**src/rtl/inst_pkg.sv**
```systemverilog
// Shared definitions for the instruction loader: address width default, instruction
// field bit positions, word width and the loader state encoding.
package inst_pkg;

    localparam int unsigned P_ADDR_DEF = 8;

    // Instruction word layout, MSB first: {imm, exw, exr, a, b, jt}
    function automatic int unsigned word_w(input int unsigned p);
        return 3 + 3 * p;
    endfunction

    function automatic int unsigned imm_pos(input int unsigned p);
        return 3 * p + 2;
    endfunction

    function automatic int unsigned exw_pos(input int unsigned p);
        return 3 * p + 1;
    endfunction

    function automatic int unsigned exr_pos(input int unsigned p);
        return 3 * p;
    endfunction

    function automatic int unsigned a_lsb(input int unsigned p);
        return 2 * p;
    endfunction

    function automatic int unsigned b_lsb(input int unsigned p);
        return p;
    endfunction

    function automatic int unsigned jt_lsb(input int unsigned p);
        return 0 * p;
    endfunction

    localparam int unsigned W_DEF = word_w(P_ADDR_DEF);

    typedef enum logic [1:0] {
        LD_IDLE  = 2'd0,
        LD_LOAD  = 2'd1,
        LD_WRITE = 2'd2,
        LD_DONE  = 2'd3
    } ld_state_e;

endpackage

```
**src/rtl/inst_pack.sv**
```systemverilog
// Combinational instruction packer; the exact inverse of the decoder field map.
module inst_pack
    import inst_pkg::*;
#(
    parameter int unsigned P_ADDR = P_ADDR_DEF
) (
    input  logic                        imm,
    input  logic                        exw,
    input  logic                        exr,
    input  logic [P_ADDR-1:0]           a,
    input  logic [P_ADDR-1:0]           b,
    input  logic [P_ADDR-1:0]           jt,
    output logic [word_w(P_ADDR)-1:0]   word
);

    localparam int unsigned IMM_B = imm_pos(P_ADDR);
    localparam int unsigned EXW_B = exw_pos(P_ADDR);
    localparam int unsigned EXR_B = exr_pos(P_ADDR);
    localparam int unsigned A_L   = a_lsb(P_ADDR);
    localparam int unsigned B_L   = b_lsb(P_ADDR);
    localparam int unsigned JT_L  = jt_lsb(P_ADDR);

    always_comb begin
        word                  = '0;
        word[IMM_B]           = imm;
        word[EXW_B]           = exw;
        word[EXR_B]           = exr;
        word[A_L  +: P_ADDR]  = a;
        word[B_L  +: P_ADDR]  = b;
        word[JT_L +: P_ADDR]  = jt;
    end

endmodule

```
**src/rtl/inst_loader.sv**
```systemverilog
// Program loader: accepts instruction field tuples and writes packed words to
// consecutive instruction-memory addresses starting at 0 after each start pulse.
module inst_loader
    import inst_pkg::*;
#(
    parameter int unsigned P_ADDR = P_ADDR_DEF
) (
    input  logic                        clk,
    input  logic                        rst,
    input  logic                        start,
    input  logic                        in_valid,
    output logic                        in_ready,
    input  logic                        imm,
    input  logic                        exw,
    input  logic                        exr,
    input  logic [P_ADDR-1:0]           a,
    input  logic [P_ADDR-1:0]           b,
    input  logic [P_ADDR-1:0]           jt,
    input  logic                        last,
    output logic                        mem_we,
    output logic [P_ADDR-1:0]           mem_addr,
    output logic [word_w(P_ADDR)-1:0]   mem_wdata,
    output logic                        busy,
    output logic                        done,
    output logic                        ovf,
    output logic [P_ADDR:0]             count
);

    localparam int unsigned W = word_w(P_ADDR);

    ld_state_e          state_q, state_d;
    logic [P_ADDR-1:0]  addr_q, addr_d;
    logic [P_ADDR-1:0]  maddr_q, maddr_d;
    logic [W-1:0]       wdata_q, wdata_d;
    logic               last_q, last_d;
    logic [P_ADDR:0]    count_q, count_d;
    logic               ovf_q, ovf_d;
    logic [W-1:0]       packed_word;
    logic               accept;
    logic               at_top;

    inst_pack #(
        .P_ADDR (P_ADDR)
    ) u_pack (
        .imm  (imm),
        .exw  (exw),
        .exr  (exr),
        .a    (a),
        .b    (b),
        .jt   (jt),
        .word (packed_word)
    );

    assign accept = in_valid & in_ready;
    assign at_top = (addr_q == '1);

    always_ff @(posedge clk or posedge rst) begin
        if (rst) begin
            state_q <= LD_IDLE;
        end else begin
            state_q <= state_d;
        end
    end

    always_comb begin
        state_d = state_q;
        if (start) begin
            state_d = LD_LOAD;
        end else begin
            case (state_q)
                LD_LOAD:  if (accept) state_d = LD_WRITE;
                LD_WRITE: state_d = (last_q || at_top) ? LD_DONE : LD_LOAD;
                default:  state_d = state_q;
            endcase
        end
    end

    always_comb begin
        in_ready = (state_q == LD_LOAD) && !start;
        mem_we   = (state_q == LD_WRITE);
        busy     = (state_q == LD_LOAD) || (state_q == LD_WRITE);
        done     = (state_q == LD_DONE);
        mem_addr = maddr_q;
        mem_wdata = wdata_q;
        ovf      = ovf_q;
        count    = count_q;
    end

    // start overrides the WRITE bookkeeping; mem_we of that cycle is still issued
    always_comb begin
        addr_d  = addr_q;
        maddr_d = maddr_q;
        wdata_d = wdata_q;
        last_d  = last_q;
        count_d = count_q;
        ovf_d   = ovf_q;
        if (start) begin
            addr_d  = '0;
            maddr_d = '0;
            count_d = '0;
            ovf_d   = 1'b0;
        end else if (accept) begin
            maddr_d = addr_q;
            wdata_d = packed_word;
            last_d  = last;
        end else if (state_q == LD_WRITE) begin
            count_d = count_q + (P_ADDR+1)'(1);
            if (at_top) begin
                ovf_d = !last_q;
            end else if (!last_q) begin
                addr_d = addr_q + P_ADDR'(1);
            end
        end
    end

    always_ff @(posedge clk or posedge rst) begin
        if (rst) begin
            addr_q  <= '0;
            maddr_q <= '0;
            wdata_q <= '0;
            last_q  <= 1'b0;
            count_q <= '0;
            ovf_q   <= 1'b0;
        end else begin
            addr_q  <= addr_d;
            maddr_q <= maddr_d;
            wdata_q <= wdata_d;
            last_q  <= last_d;
            count_q <= count_d;
            ovf_q   <= ovf_d;
        end
    end

endmodule

```
**config.mk**
```make
export PLATFORM = sky130hd
export DESIGN_NAME = inst_loader
export DESIGN_NICKNAME = d
export VERILOG_FILES = /design/src/rtl/inst_pkg.sv /design/src/rtl/inst_pack.sv /design/src/rtl/inst_loader.sv
export SDC_FILE = /design/constraint.sdc
export NUM_CORES = 1
export LEC_CHECK = 0
export ABC_AREA = 0
export CAP_MARGIN = 5
export CELL_PAD_IN_SITES_DETAIL_PLACEMENT = 0
export CELL_PAD_IN_SITES_GLOBAL_PLACEMENT = 2
export CORE_MARGIN = 4
export CORE_UTILIZATION = 24
export DETAILED_ROUTE_END_ITERATION = 16
export PLACE_DENSITY_LB_ADDON = 0.3
export SYNTH_ARGS = -nofsm -noshare
export SYNTH_HDL_FRONTEND = slang
export SYNTH_SLANG_ARGS = --single-unit
```
**constraint.sdc**
```tcl
create_clock -name clk -period 1.58 [get_ports clk]
set_clock_uncertainty 0.05 [all_clocks]
set_input_delay 0.237 -clock clk [delete_from_list [all_inputs] [get_ports clk]]
set_output_delay 0.237 -clock clk [all_outputs]
set_load 0.02 [all_outputs]
```
==> impl_summary.log, run 1 <==
INFO  metric n_fill_cell = 1018
INFO  metric clock_insertion_delay_at_the_later_pin_of_the_skew_report = 310 ps
INFO  metric reg2regPathDepth = 5
INFO  metric maxCapViolations = 0
INFO  metric setup.worst_path.end_class = primary output
INFO  metric dieWidth = 109 µm
INFO  metric fp.coreArea = 0.00986 mm²
INFO  metric viasPerCell = 4.20
INFO  metric grt_pass1_vias = 2206
INFO  metric place.detailed.hpwl = 4410 µm
INFO  metric holdCritPathClass = primary input to async pin
INFO  metric pwr_per_cell_area = 1090 mW/mm²
INFO  metric drt-wirelength-per-cell = 13.5 µm
INFO  metric syn-num-nets = 299
INFO  metric critPathKind = register to primary output
INFO  metric die_h = 109 µm
INFO  metric layout_min_cycle_time = 1740 ps
INFO  metric synth.top_cells.by_count = 103 x sky130_fd_sc_hd__nand2_1, 56 x sky130_fd_sc_hd__dfrtp_1, 13 x sky130_fd_sc_hd__nor2_1
INFO  metric cellLeakagePower = 2.07 nW
INFO  metric cts_root_buffer = sky130_fd_sc_hd__clkbuf_8
INFO  metric synth_top_area_cell = sky130_fd_sc_hd__dfrtp_1
INFO  metric wire_length_of_the_first_global_routing_pass = 10800 µm
INFO  metric std_cell_rows = 36
INFO  metric failed_checks = setup timing
INFO  metric vias = 2117
INFO  metric cts_buffer_depth = 2
INFO  metric cp-start-kind = register
INFO  metric grt_setup_unrepaired = true
INFO  metric synthesized_flop_and_latch_total = 56
INFO  metric portBuffers = 80
INFO  metric number_of_violations_reported_at_the_end_of_detailed_routing_iteration_0 = 75
INFO  metric cp-startpoint = state_q[1]
INFO  metric grt_antenna_before_repair = 0
INFO  metric drt-total-wl = 6800 µm
INFO  metric syn_avg_cell_area = 9.36 µm²
INFO  metric maxSlewViolCount = 0
INFO  metric total_die_area = 0.0119 mm²
INFO  metric timing.critical_path.arrival = 1450 ps
INFO  metric relSlewSlack = 78.0%
INFO  metric gp_routability_congestion = 0.758
INFO  metric synth_cells = 262
INFO  metric ys.flop_type = sky130_fd_sc_hd__dfrtp_1
INFO  metric drive_gt1_share = 17.8%
INFO  metric grt_start_max_net_pins = 57
INFO  metric layout.core_utilization = 39.3%
INFO  metric yosys-top-cells-area = sky130_fd_sc_hd__dfrtp_1 57%, sky130_fd_sc_hd__nand2_1 16%, sky130_fd_sc_hd__ha_1 2.6%
INFO  metric worst_pin_slew = 329 ps
INFO  metric cts_hold_repair.buffers = 0
INFO  metric tritoncts = built
INFO  metric final_cell_area = 0.00388 mm²
INFO  metric maxClockFrequency = 575 MHz
INFO  metric regToRegEndpoint = addr_q[5]
INFO  metric tritoncts.num_buffers = 5
INFO  metric final.period_utilization = 110%
INFO  metric area_fraction_of_the_dominant_cell_type_after_synthesis = 57.1%
INFO  metric cts-htree-levels = 2
INFO  metric detailed_place.area = 0.00363 mm²
INFO  metric minimum_setup_slack_in_the_final_design = -159 ps
INFO  metric required = 1290 ps
INFO  metric synth_enable_flop_cells = 0
INFO  metric post-layout-total-power = 0.00424 W
INFO  metric globalRouteOverflowTotal = 0
INFO  metric drc = 0
INFO  metric synth_most_common_cell = sky130_fd_sc_hd__nand2_1
INFO  metric drt_pass1_iterations = 4
INFO  metric hold_viol = 0
INFO  metric cts.sinks = 56
INFO  metric nNetsFinal = 407
INFO  metric final_cell_count_no_fill = 504
INFO  metric cts.reportedPaths.clkPinSlew = 100 ps
INFO  metric final_number_of_setup_violating_endpoints = 21
INFO  metric ys_seq_area_share = 57.1%
INFO  metric outcome = finished, violations left
INFO  metric antenna-diode-count = 0
INFO  metric post_synth_instance_area = 0.00245 mm²
INFO  metric unique_cell_type_count_in_the_yosys_netlist = 30
INFO  metric pin_count = 81
INFO  metric grt_usage = 11.5%
INFO  metric placed_cells_incl_taps = 491
INFO  metric worst-path-max-fanout = 3
INFO  metric r2r_start = state_q[0]
INFO  metric async_flop_share = 100%
INFO  metric syn2layout_area_growth = 58.1%
INFO  metric ys_warn_count = 0
INFO  metric initial_core_util = 24.9%
INFO  metric power.ir.vdd_worst = 421 µV
INFO  metric pre_cts_ws = -249 ps
INFO  metric r2r_setup_slack = -160 ps
INFO  metric final_antenna_net_count = 0
layout by cell type (no fill, tap or decap), types with 2 or more instances in the layout:
cell type                         Yosys  routed
sky130_fd_sc_hd__or4_1                3       2
sky130_fd_sc_hd__ha_4                 0       2
sky130_fd_sc_hd__a21oi_2              0       5
sky130_fd_sc_hd__inv_1                6       3
sky130_fd_sc_hd__or3_1                4       3
sky130_fd_sc_hd__a21oi_1             10       5
sky130_fd_sc_hd__inv_2                0       2
sky130_fd_sc_hd__xor2_1               7       7
sky130_fd_sc_hd__buf_4                0      23
sky130_fd_sc_hd__o21ai_0              5       4
sky130_fd_sc_hd__ha_1                 5       2
sky130_fd_sc_hd__nor2_1              13      12
sky130_fd_sc_hd__clkdlybuf4s50_1      0      31
sky130_fd_sc_hd__dlygate4sd2_1        0      34
sky130_fd_sc_hd__mux2i_1              2       2
sky130_fd_sc_hd__dlymetal6s2s_1       0      11
sky130_fd_sc_hd__nand2_1            103     103
sky130_fd_sc_hd__dfrtp_1             56      56
sky130_fd_sc_hd__buf_2                5       2
sky130_fd_sc_hd__buf_12               0       3
sky130_fd_sc_hd__o31ai_1              3       3
sky130_fd_sc_hd__nand3b_1             8       8
sky130_fd_sc_hd__buf_6                1       8
sky130_fd_sc_hd__nand4_1              3       3
sky130_fd_sc_hd__clkbuf_8             0       7
sky130_fd_sc_hd__nand3_1              8       7
cell type report:
class,count,area [µm²],area share (%)
Multi-Input combinational cell,188,1050,27.2
Clock buffer,7,96.3,2.48
Tap cell,133,166,4.29
Inverter,6,26.3,0.678
Clock inverter,1,30.0,0.774
Sequential cell,56,1400,36.1
Timing Repair Buffer,113,1100,28.5
worst max-delay path: stages (launching register included):
cell and delay [ps]:
sky130_fd_sc_hd__dfrtp_1 410, sky130_fd_sc_hd__buf_6 130, sky130_fd_sc_hd__ha_4 150, sky130_fd_sc_hd__buf_4 120, sky130_fd_sc_hd__buf_6 110, sky130_fd_sc_hd__buf_6 110, sky130_fd_sc_hd__buf_6 120
cell families after synthesis:
| logic type | count (synthesis) | synth area share, % |
|---|---|---|
| muxes | 2 | 0.816 |
| DFF | 56 | 57.1 |
| and+or+nand+nor | 150 | 26.7 |
| buffers and inverters | 18 | 3.32 |
| adders and majority gates | 5 | 2.55 |
| xor gates and xnor gates | 8 | 2.86 |
| AOI/OAI and AO/OA | 23 | 6.63 |
stage by stage:
step	setup TNS (ps)	hold WS (ps)
after floorplan	-2230	267
after global placement	-4930	407
after detailed placement	-5790	411
after CTS	-793	311
after global routing	-7540	327
final	-1120	290
flip-flops by register name (all words and copies together) (netlist names):
| signal | cells |
|---|---|
| last_q | 1 |
| ovf | 1 |
| count | 9 |
| mem_wdata | 27 |
| addr_q | 8 |
| state_q | 2 |
| mem_addr | 8 |
per-layer routing:
layer | share of wire (%) | wire, µm | global-route usage [%]
met1 | 46 | 3120 | 14.6
met2 | 47 | 3230 | 19.0
met3 | 5.5 | 373 | 2.78
met4 | 1.1 | 78 | 3.79
met5 | 0 | 0 | 0
worst max-delay path by stage:
stage	slack [ps]	endpoint	cells after the start
finish	-160	mem_we	6
global route	-240	addr_q[7]	6
CTS	-130	addr_q[5]	6
detailed placement	-250	addr_q[5]	5
global placement	-210	addr_q[7]	5
floorplan	-100	addr_q[5]	6
repair_timing:
| action | CTS | global route |
|---|---|---|
| gates resized for setup | 62 | 25 |
| buffers inserted | 1 | 2 |
| pin swaps | 4 | 8 |
| gates cloned | 0 | 2 |
| endpoints found under the setup margin | 63 | 66 |
power by group:
part | switching (W) | total [W] | internal [W]
clock network | 0.000479 | 0.00104 | 0.000560
registers | 0.000121 | 0.00180 | 0.00168
logic | 0.000783 | 0.00140 | 0.000617
total | 0.00138 | 0.00424 | 0.00286
(Power assumes the default switching activity.)
==> run 2, diff against run 1 <==
- CAP_MARGIN: 5 -> 20
- CTS_CLUSTER_DIAMETER: not set -> 120
==> results of run 2 <==
Same layout as run 1: the final DEF is identical, and so are final timing and power.
